==> src/rtl/cram_pkg.sv <==
// cram_pkg: state encoding, strobe bundle and datapath control bit positions
// shared by cram_ctrl and cram_pwrup.
// Build option: CRAM_CTRL_CFG_EN adds the CellularRAM configuration states.
package cram_pkg;

   localparam int unsigned PWR_CNT_W     = 13;
   localparam int unsigned CFG_LAST_STEP = 7;

   // C_aTimer bit positions
   localparam int unsigned AT_CLR = 3;
   localparam int unsigned AT_RW  = 2;
   localparam int unsigned AT_PG  = 1;
   localparam int unsigned AT_DEC = 0;

   // C_Address bit positions
   localparam int unsigned ADR_LOAD = 1;
   localparam int unsigned ADR_INC  = 0;

   // C_HWords bit positions
   localparam int unsigned HW_LOAD = 1;
   localparam int unsigned HW_DEC  = 0;

   // C_Step bit positions
   localparam int unsigned STEP_CLR = 1;
   localparam int unsigned STEP_INC = 0;

   typedef enum logic [2:0] {
      ST_PWRUP     = 3'd0,
`ifdef CRAM_CTRL_CFG_EN
      ST_CFG_SETUP = 3'd1,
      ST_CFG_ACC   = 3'd2,
      ST_CFG_REC   = 3'd3,
`endif
      ST_IDLE      = 3'd4,
      ST_RD        = 3'd5,
      ST_RD_DONE   = 3'd6
   } state_t;

   // Active-low device strobes, kept together so they register as one bundle
   typedef struct packed {
      logic ce_n;
      logic oe_n;
      logic we_n;
      logic adv_n;
      logic lb_n;
      logic ub_n;
   } strb_t;

   localparam strb_t STRB_OFF = '{ce_n: 1'b1, oe_n: 1'b1, we_n: 1'b1,
                                  adv_n: 1'b1, lb_n: 1'b1, ub_n: 1'b1};

   // Strobes for a 16-bit asynchronous device access (read or write)
   function automatic strb_t strb_access(input logic write);
      strb_t s;
      s       = STRB_OFF;
      s.ce_n  = 1'b0;
      s.adv_n = 1'b0;
      s.lb_n  = 1'b0;
      s.ub_n  = 1'b0;
      if (write) s.we_n = 1'b0;
      else       s.oe_n = 1'b0;
      return s;
   endfunction

endpackage

==> src/rtl/cram_pwrup.sv <==
// cram_pwrup: power-up wait down-counter. o_done_c flags the last wait cycle,
// so the owning state lasts exactly PWR_CYCLES cycles.
module cram_pwrup
   import cram_pkg::*;
#(
   parameter int unsigned PWR_CYCLES = 7500
)
(
   input  logic aReset,
   input  logic Clock,
   input  logic i_en,
   output logic o_done_c
);

   logic [PWR_CNT_W-1:0] r_cnt;

   // Count down while enabled and hold at zero; reset reloads the full wait
   always_ff @(posedge Clock or posedge aReset) begin
      if (aReset) begin
         r_cnt <= PWR_CNT_W'(PWR_CYCLES);
      end else if (i_en && (r_cnt != '0)) begin
         r_cnt <= r_cnt - PWR_CNT_W'(1);
      end
   end

   assign o_done_c = i_en && (r_cnt == PWR_CNT_W'(1));

endmodule

==> src/rtl/cram_ctrl.sv <==
// cram_ctrl: CellularRAM controller FSM. Power-up wait, optional software
// configuration sequence, then page-mode burst reads on CPU request.
// Device strobes, Ready and Done are registered; datapath controls and
// DataValid are decoded from the current state and datapath status.
// Build option: CRAM_CTRL_CFG_EN enables the configuration sequence.
module cram_ctrl
   import cram_pkg::*;
#(
   parameter int unsigned PWR_CYCLES = 7500
)
(
   input  logic       aReset,
   input  logic       Clock,
   input  logic       Req,
   input  logic [2:0] ReqLength,
   output logic       Ready,
   output logic       DataValid,
   output logic       Done,
   output logic [1:0] C_Address,
   output logic [1:0] C_HWords,
   output logic [3:0] C_aTimer,
   output logic [1:0] C_Step,
   output logic       C_SA_A,
   output logic [1:0] C_SA_D,
   output logic       C_BusOut,
   input  logic       S_HWOne,
   input  logic       S_aTOne,
   input  logic [3:0] S_SOut,
   output logic       CRAM_CE_n,
   output logic       CRAM_OE_n,
   output logic       CRAM_WE_n,
   output logic       CRAM_ADV_n,
   output logic       CRAM_LB_n,
   output logic       CRAM_UB_n
);

   state_t     r_state;
   strb_t      r_strb;
   logic       r_ready;
   logic       r_done;
   logic       w_pwr_done;
   logic       w_rd_go;
   logic [1:0] w_adr;
   logic [1:0] w_hw;
   logic [3:0] w_at;
   logic [1:0] w_step;
   logic       w_dv;
`ifdef CRAM_CTRL_CFG_EN
   logic       w_sa_a;
   logic [1:0] w_sa_d;
   logic       w_bus;
   logic       w_last_step;

   assign w_last_step = (S_SOut == 4'(CFG_LAST_STEP));
`else
   logic       w_unused_sout;

   assign w_unused_sout = ^S_SOut;
`endif

   cram_pwrup #(
      .PWR_CYCLES (PWR_CYCLES)
   ) u_pwrup (
      .aReset   (aReset),
      .Clock    (Clock),
      .i_en     (r_state == ST_PWRUP),
      .o_done_c (w_pwr_done)
   );

   assign w_rd_go = Req && (ReqLength != 3'd0);

   // State register plus registered strobes, Ready and Done for the next cycle
   always_ff @(posedge Clock or posedge aReset) begin
      if (aReset) begin
         r_state <= ST_PWRUP;
         r_strb  <= STRB_OFF;
         r_ready <= 1'b0;
         r_done  <= 1'b0;
      end else begin
         r_strb  <= STRB_OFF;
         r_ready <= 1'b0;
         r_done  <= 1'b0;
         case (r_state)
            ST_PWRUP: begin
               if (w_pwr_done) begin
`ifdef CRAM_CTRL_CFG_EN
                  r_state <= ST_CFG_SETUP;
`else
                  r_state <= ST_IDLE;
                  r_ready <= 1'b1;
`endif
               end
            end
`ifdef CRAM_CTRL_CFG_EN
            ST_CFG_SETUP: begin
               r_state <= ST_CFG_ACC;
               r_strb  <= strb_access(S_SOut[1]);
            end
            ST_CFG_ACC: begin
               if (S_aTOne) r_state <= ST_CFG_REC;
               else         r_strb  <= strb_access(S_SOut[1]);
            end
            ST_CFG_REC: begin
               if (w_last_step) begin
                  r_state <= ST_IDLE;
                  r_ready <= 1'b1;
               end else begin
                  r_state <= ST_CFG_SETUP;
               end
            end
`endif
            ST_IDLE: begin
               if (w_rd_go) begin
                  r_state <= ST_RD;
                  r_strb  <= strb_access(1'b0);
               end else if (Req) begin
                  r_state <= ST_RD_DONE;
                  r_done  <= 1'b1;
               end else begin
                  r_ready <= 1'b1;
               end
            end
            ST_RD: begin
               // CE_n stays low across the whole burst (page mode)
               if (S_aTOne && S_HWOne) begin
                  r_state <= ST_RD_DONE;
                  r_done  <= 1'b1;
               end else begin
                  r_strb  <= strb_access(1'b0);
               end
            end
            ST_RD_DONE: begin
               r_state <= ST_IDLE;
               r_ready <= 1'b1;
            end
            default: r_state <= ST_PWRUP;
         endcase
      end
   end

   // Datapath controls and DataValid; all held at zero while aReset is high
   always_comb begin
      w_adr  = '0;
      w_hw   = '0;
      w_at   = '0;
      w_step = '0;
      w_dv   = 1'b0;
`ifdef CRAM_CTRL_CFG_EN
      w_sa_a = 1'b0;
      w_sa_d = '0;
      w_bus  = 1'b0;
`endif
      if (!aReset) begin
         case (r_state)
            ST_PWRUP: begin
               w_at[AT_CLR]     = 1'b1;
               w_step[STEP_CLR] = 1'b1;
            end
`ifdef CRAM_CTRL_CFG_EN
            ST_CFG_SETUP: w_at[AT_RW] = 1'b1;
            ST_CFG_ACC: begin
               w_sa_a       = 1'b1;
               w_sa_d       = {S_SOut[2], S_SOut[0]};
               w_bus        = S_SOut[1];
               w_at[AT_DEC] = 1'b1;
            end
            ST_CFG_REC: begin
               w_step[STEP_INC] = 1'b1;
               if (w_last_step) w_step[STEP_CLR] = 1'b1;
            end
`endif
            ST_IDLE: begin
               if (w_rd_go) begin
                  w_adr[ADR_LOAD] = 1'b1;
                  w_hw[HW_LOAD]   = 1'b1;
                  w_at[AT_RW]     = 1'b1;
               end
            end
            ST_RD: begin
               w_at[AT_DEC] = 1'b1;
               if (S_aTOne) begin
                  w_dv = 1'b1;
                  if (!S_HWOne) begin
                     // Next half-word comes from the open page: shorter page timer
                     w_adr[ADR_INC] = 1'b1;
                     w_hw[HW_DEC]   = 1'b1;
                     w_at[AT_PG]    = 1'b1;
                     w_at[AT_DEC]   = 1'b0;
                  end
               end
            end
            ST_RD_DONE: w_at[AT_CLR] = 1'b1;
            default: ;
         endcase
      end
   end

   assign C_Address  = w_adr;
   assign C_HWords   = w_hw;
   assign C_aTimer   = w_at;
   assign C_Step     = w_step;
   assign DataValid  = w_dv;
`ifdef CRAM_CTRL_CFG_EN
   assign C_SA_A     = w_sa_a;
   assign C_SA_D     = w_sa_d;
   assign C_BusOut   = w_bus;
`else
   assign C_SA_A     = 1'b0;
   assign C_SA_D     = 2'b00;
   assign C_BusOut   = 1'b0;
`endif
   assign Ready      = r_ready;
   assign Done       = r_done;
   assign CRAM_CE_n  = r_strb.ce_n;
   assign CRAM_OE_n  = r_strb.oe_n;
   assign CRAM_WE_n  = r_strb.we_n;
   assign CRAM_ADV_n = r_strb.adv_n;
   assign CRAM_LB_n  = r_strb.lb_n;
   assign CRAM_UB_n  = r_strb.ub_n;

endmodule
==> config.mk <==
export PLATFORM = sky130hd
export DESIGN_NAME = cram_ctrl
export DESIGN_NICKNAME = d
export VERILOG_FILES = /design/src/rtl/cram_pkg.sv /design/src/rtl/cram_pwrup.sv /design/src/rtl/cram_ctrl.sv
export SDC_FILE = /design/constraint.sdc
export NUM_CORES = 1
export LEC_CHECK = 0
export ABC_AREA = 1
export ABC_CLOCK_PERIOD_IN_PS = 2400
export BUFFER_PORTS_ARGS = -buffer_cell sky130_fd_sc_hd__buf_2
export CAP_MARGIN = 25
export CELL_PAD_IN_SITES_DETAIL_PLACEMENT = 0
export CELL_PAD_IN_SITES_GLOBAL_PLACEMENT = 2
export CORE_MARGIN = 5
export CORE_UTILIZATION = 32
export CTS_BUF_LIST = sky130_fd_sc_hd__clkbuf_2 sky130_fd_sc_hd__clkbuf_4 sky130_fd_sc_hd__clkbuf_8
export CTS_CLUSTER_DIAMETER = 200
export DETAILED_ROUTE_END_ITERATION = 8
export GPL_ROUTABILITY_DRIVEN = 0
export MAX_ROUTING_LAYER = met4
export PLACE_DENSITY_LB_ADDON = 0.1
export RECOVER_POWER = 100
export SYNTH_ARGS = -nofsm -noshare
export SYNTH_HDL_FRONTEND = slang
export SYNTH_SLANG_ARGS = --single-unit
==> constraint.sdc <==
create_clock -name Clock -period 2.4 [get_ports Clock]
set_input_delay 0.36 -clock Clock [delete_from_list [all_inputs] [get_ports Clock]]
set_output_delay 0.36 -clock Clock [all_outputs]
set_load 0.03 [all_outputs]
== After elaboration in Yosys (flattened, before gate mapping) ==
Cells that the tools add are included.
Storage, ports and cells
  bits of input ports: 12
  word-level logic and storage cells: 59
  flip-flop bits (word level): 24
  output and inout bits: 23
Cells by class
  add/subtract/negate cells: 1
  reductions and logical operators: 9
  muxes and demuxes: 32
  equal/unequal tests: 7
Operator list (count)
  $mux 1: 17
  $eq 13x1->1 const B: 1
  $reduce_bool 13->1: 1
  $sub 13x1->13 const B: 1
  $mux 3: 4
  $mux 6: 2
  $pmux 3 s4: 1
  $pmux 6 s2: 1
  $eq 3x3->1 const B: 3
  $mux 2: 4
  $logic_and 1x1->1: 4
  $mux 4: 1
  $ne 2x2->1 const B: 2
  $logic_not 3->1: 1
  $ne 3x3->1 const B: 1
  $pmux 1 s3: 1
  $reduce_and 3->1: 1
  $reduce_bool 3->1: 1
  $pmux 1 s2: 1
  $reduce_or 2->1: 1

== Longest topological paths before layout ==
  depth in word-level cells: 5
  mapped depth: 9
  depth with buffers taken out: 9

== Hierarchy ==
A second synthesis with hierarchy kept.
Unflattened totals
  cells, all modules: 171
  area total of the unflattened synthesis: 1278.7 um^2
Modules (own cells, without submodules)
  cram_pwrup: sequential area each 334.1 um^2, instances 1, area each 807.0 um^2, cells an instance 105
  cram_ctrl: sequential area each 151.4 um^2, instances 1, area each 471.7 um^2, cells an instance 66

== Worst setup path before layout ==
OpenSTA, ideal clock, no wires.
  path type: input to output
  start point: in aReset
  end point: out C_HWords[0]
  data required time: 2.040 ns
  setup slack: 0.027 ns
  buffers on the path: 1
  stages on the path: 4
  data arrival time: 2.013 ns
  cell sequence: inv_1 -> nand2_1 -> nor3_1 -> buf_4
Between the ends
  word-level cells in the longest chain between the ends: 1
Ends and longest elaborated chain
  from (decl): RTL line cram_ctrl.sv:12  | input logic aReset,
  $mux 2
  to (decl): RTL line cram_ctrl.sv:20  | output logic [1:0] C_HWords,
Every way passes these cells.

== Worst setup path in the final report ==
  start point: reg r_state[1]
  end point: out C_HWords[1]
Between the ends
  word-level cells in the longest chain between the ends: 3
Ends and longest elaborated chain
  from (decl): RTL line cram_ctrl.sv:37  | state_t r_state;
  from (signal assigned): RTL line cram_ctrl.sv:75  | r_state <= ST_PWRUP;
  from (signal assigned): RTL line cram_ctrl.sv:89  | r_state <= ST_IDLE;
  from (signal assigned): RTL line cram_ctrl.sv:114  | r_state <= ST_RD;
  $eq 3x3->1: RTL line cram_ctrl.sv:154  | case (r_state)
  $mux 1: RTL line cram_ctrl.sv:154
  $mux 2: RTL line cram_ctrl.sv:153  | if (!aReset) begin
Every way passes these cells.

==> impl_metrics.ini <==
[status]
outcome = completed

[yosys]
synth_top_cell_by_area = sky130_fd_sc_hd__dfrtp_1
post_synthesis_sequential_area_ratio = 0.3876
mean_instance_size_in_the_synthesized_netlist_um2 = 7.500
synth.top_cell.area_share = 0.2198
synth.ff_latch_count = 19
synth_edf_count = 0
ys_dominant_reg_cell = sky130_fd_sc_hd__dfrtp_1
ys_top_cells_by_count = sky130_fd_sc_hd__nand2_1, sky130_fd_sc_hd__nor2_1, sky130_fd_sc_hd__inv_1
asyncSetResetFlopFracSynth = 1.000
synthDistinctLibCells = 24
yosys_warnings = 0
netlist_area_um2 = 1252
netlist_top_cells_area = sky130_fd_sc_hd__dfrtp_1, sky130_fd_sc_hd__dfstp_2, sky130_fd_sc_hd__nand2_1, sky130_fd_sc_hd__buf_4, sky130_fd_sc_hd__nor2_1
yosys.cell_count.top_type = sky130_fd_sc_hd__nand2_1
post_synth_inst_count = 167

[timing]
fin_crit_sh = 0.8330
clock_skew_ps = 3.000
finalCriticalPeriod_ps = 1999
setup_total_negative_slack_ps = 0
finalWorstSetupSlack_ps = 400.7
timing.final.hold_violations = 0
rsz0062_at_grt = no
maxSlewHeadroom = 0.2803
fmax_mhz = 500.2
tightest_pin_transition_ps = 1080
final_count_of_negative_setup_slack_endpoints = 0
max_slew_vio_count = 0

[global_routing]
grt_util_all_layers = 0.1068
grt_remaining_overflow = 0
grt_antenna_before_repair = 0
top_usage_layer = met2
grt_max_degree = 20
global_route.usage.met1 = 0.1488
grt_pass1_wl_um = 4257
grt_pass1_vias = 912
grt.met2_usage = 0.1503
gr-usage-met3 = 0.02078

[run]
max_cap_violations = 0

[placed_design]
preCtsSetupSlack_ps = 703.2
port_buffers = 24
dpl.cell_count = 229
dp_hpwl_um = 1989

[drt]
wl_per_cell_um = 10.86
initialDrtViolationCount = 32
drt_wl_total_um = 2531
drtPass1Iterations = 4
vias = 995
viasPerCell = 4.270
drc_errors = 0
ant_nets = 0

[clocking]
cts.repair_timing.setup_buffer_count = 0
clock_tree.htree_level_count = 1
skew_pair_late_insertion_delay_ps = 260
post_cts_hold_buffer_count = 0
cts_inserted_buffers = 3
max-clock-path-buffers = 2
tritoncts = built
ctsRootBufferMaster = sky130_fd_sc_hd__clkbuf_8
post_cts_resized = 0
cts_sinks = 19
cts.clk_slew.worst_paths_ps = 70

[power_and_ir_drop]
power.clock.fraction = 0.242
pwr-share-comb = 0.372
share_seq_of_total_power = 0.385
leakagePower_uw = 0.0007477
swShare = 0.4326
total_power_uw = 1009
power_per_unit_of_standard_cell_area_nw_per_um2 = 749.3
cellInternalPower_uw = 572.4
irDropWorstVdd_uv = 264.8
power.switching_uw = 436.4

[die]
floorplan.initialDensity = 0.3370
die_area_um2 = 5265
fp.dieW_um = 72.56
core_region_area_um2 = 3716
fp.dieH_um = 72.56
row_count = 22
io-pin-count = 35

[layout]
antenna-diode-count = 0
instances_no_fill = 233
areaGrowthSynthToFinish_pct = 7.492
drive_above_1_share = 0.1622
design.final.nets = 200

[worst_setup_path]
critical_path.startpoint = r_state[1]
critical_path.endpoint_type = output port
timing.critical_path.arrival_ps = 1640
reg2regPathDepth = 9
critical_path_peak_fanout = 5
regToRegSetupSlack_ps = 500
worstSetupPathType = flop to output port
capture_instance_of_the_worst_register_to_register_path = u_pwrup.r_cnt[7]
timing.critical_path.from_type = flop
critPathRequiredTime_ps = 2040
rr_startpoint = u_pwrup.r_cnt[0]

[min_path]
hold_crit_start = S_HWOne
worstHoldPathType = primary input to flop
worstHoldPathCells = 3
holdPathEnd = r_state[1]
-- layout make-up --
cell class	instances	area (um2)
Inverter	19	71.32
Multi-Input combinational cell	118	575.6
Clock buffer	4	48.80
Sequential cell	19	485.5
Timing Repair Buffer	25	105.1
Tap cell	48	60.06
Fill cell	431	2370
-- power by group through the flow --
stage | combinational [uW] | sequential [uW] | clock, uW
2_1_floorplan | 316 | 430 | 0
3_3_place_gp | 402 | 393 | 0
3_5_place_dp | 401 | 393 | 0
4_1_cts | 402 | 387 | 253
5_1_grt | 417 | 397 | 270
6_report | 376 | 389 | 244
-- flip-flops by register name, summed over array words and instances (netlist names) --
signal and flops:
Ready 1, CRAM_ADV_n 1, r_state 3, u_pwrup.r_cnt 13
Done 1
-- worst max-delay path, cell delays in order (launching register included) --
cell                       delay, ps
sky130_fd_sc_hd__dfrtp_1         420
sky130_fd_sc_hd__nor3_1          300
sky130_fd_sc_hd__nand2_1         120
sky130_fd_sc_hd__nor3_1          270
sky130_fd_sc_hd__clkbuf_2        270
-- metrics by stage --
step                      hold WS, ps  cell area [um2]    util
after global placement          472.9             1330  0.3579
after CTS                       188.0             1379  0.3710
after global routing            391.8             1346  0.3623
final                           390.3             1346  0.3623
after floorplan                 313.7             1267       -
after detailed placement        471.2             1330  0.3579
-- layout by cell type, fill, tap and decap left out --
master                      n
sky130_fd_sc_hd__a21oi_1    4
sky130_fd_sc_hd__buf_2      6
sky130_fd_sc_hd__clkbuf_1  16
sky130_fd_sc_hd__clkbuf_2   3
sky130_fd_sc_hd__clkbuf_4   1
sky130_fd_sc_hd__clkbuf_8   3
sky130_fd_sc_hd__conb_1     6
sky130_fd_sc_hd__dfrtp_1   11
sky130_fd_sc_hd__dfstp_2    8
sky130_fd_sc_hd__ha_1       2
sky130_fd_sc_hd__inv_1     19
sky130_fd_sc_hd__nand2_1   47
sky130_fd_sc_hd__nand2_2    4
sky130_fd_sc_hd__nand2_4    2
sky130_fd_sc_hd__nand3_1   10
sky130_fd_sc_hd__nand3b_1   1
sky130_fd_sc_hd__nand4_1    1
sky130_fd_sc_hd__nor2_1    22
sky130_fd_sc_hd__nor2_2     1
sky130_fd_sc_hd__nor2_4     1
sky130_fd_sc_hd__nor3_1     4
sky130_fd_sc_hd__o21ai_0    3
sky130_fd_sc_hd__o21ai_2    1
sky130_fd_sc_hd__o21bai_1   2
sky130_fd_sc_hd__xnor2_1    4
sky130_fd_sc_hd__xor2_1     3
-- cells by family after synthesis --
family          count (synthesis)  share of synthesized area
compound gates                 10                    0.04695
xor+xnor                        7                    0.04895
fa+ha+maj                       2                    0.01998
buf+inv                        34                     0.1568
flops                          19                     0.3876
other cells                     2                   0.005996
simple gates                   93                     0.3337
-- metal layers --
| metal | wire [um] | up-vias |
|---|---|---|
| li1 | - | 526 |
| met1 | 1295 | 451 |
| met2 | 1123 | 13 |
| met3 | 72 | 5 |
| met4 | 40 | 0 |
| met5 | 0 | - |
-- how the worst max path moves through the flow --
stage | end | depth (start not counted)
2_1_floorplan | C_HWords[0] | 4
3_3_place_gp | u_pwrup.r_cnt[7] | 9
3_5_place_dp | u_pwrup.r_cnt[4] | 9
4_1_cts | C_HWords[1] | 4
5_1_grt | C_HWords[1] | 4
6_report | C_HWords[1] | 4
Note: power is estimated with default switching activity, not from simulation.
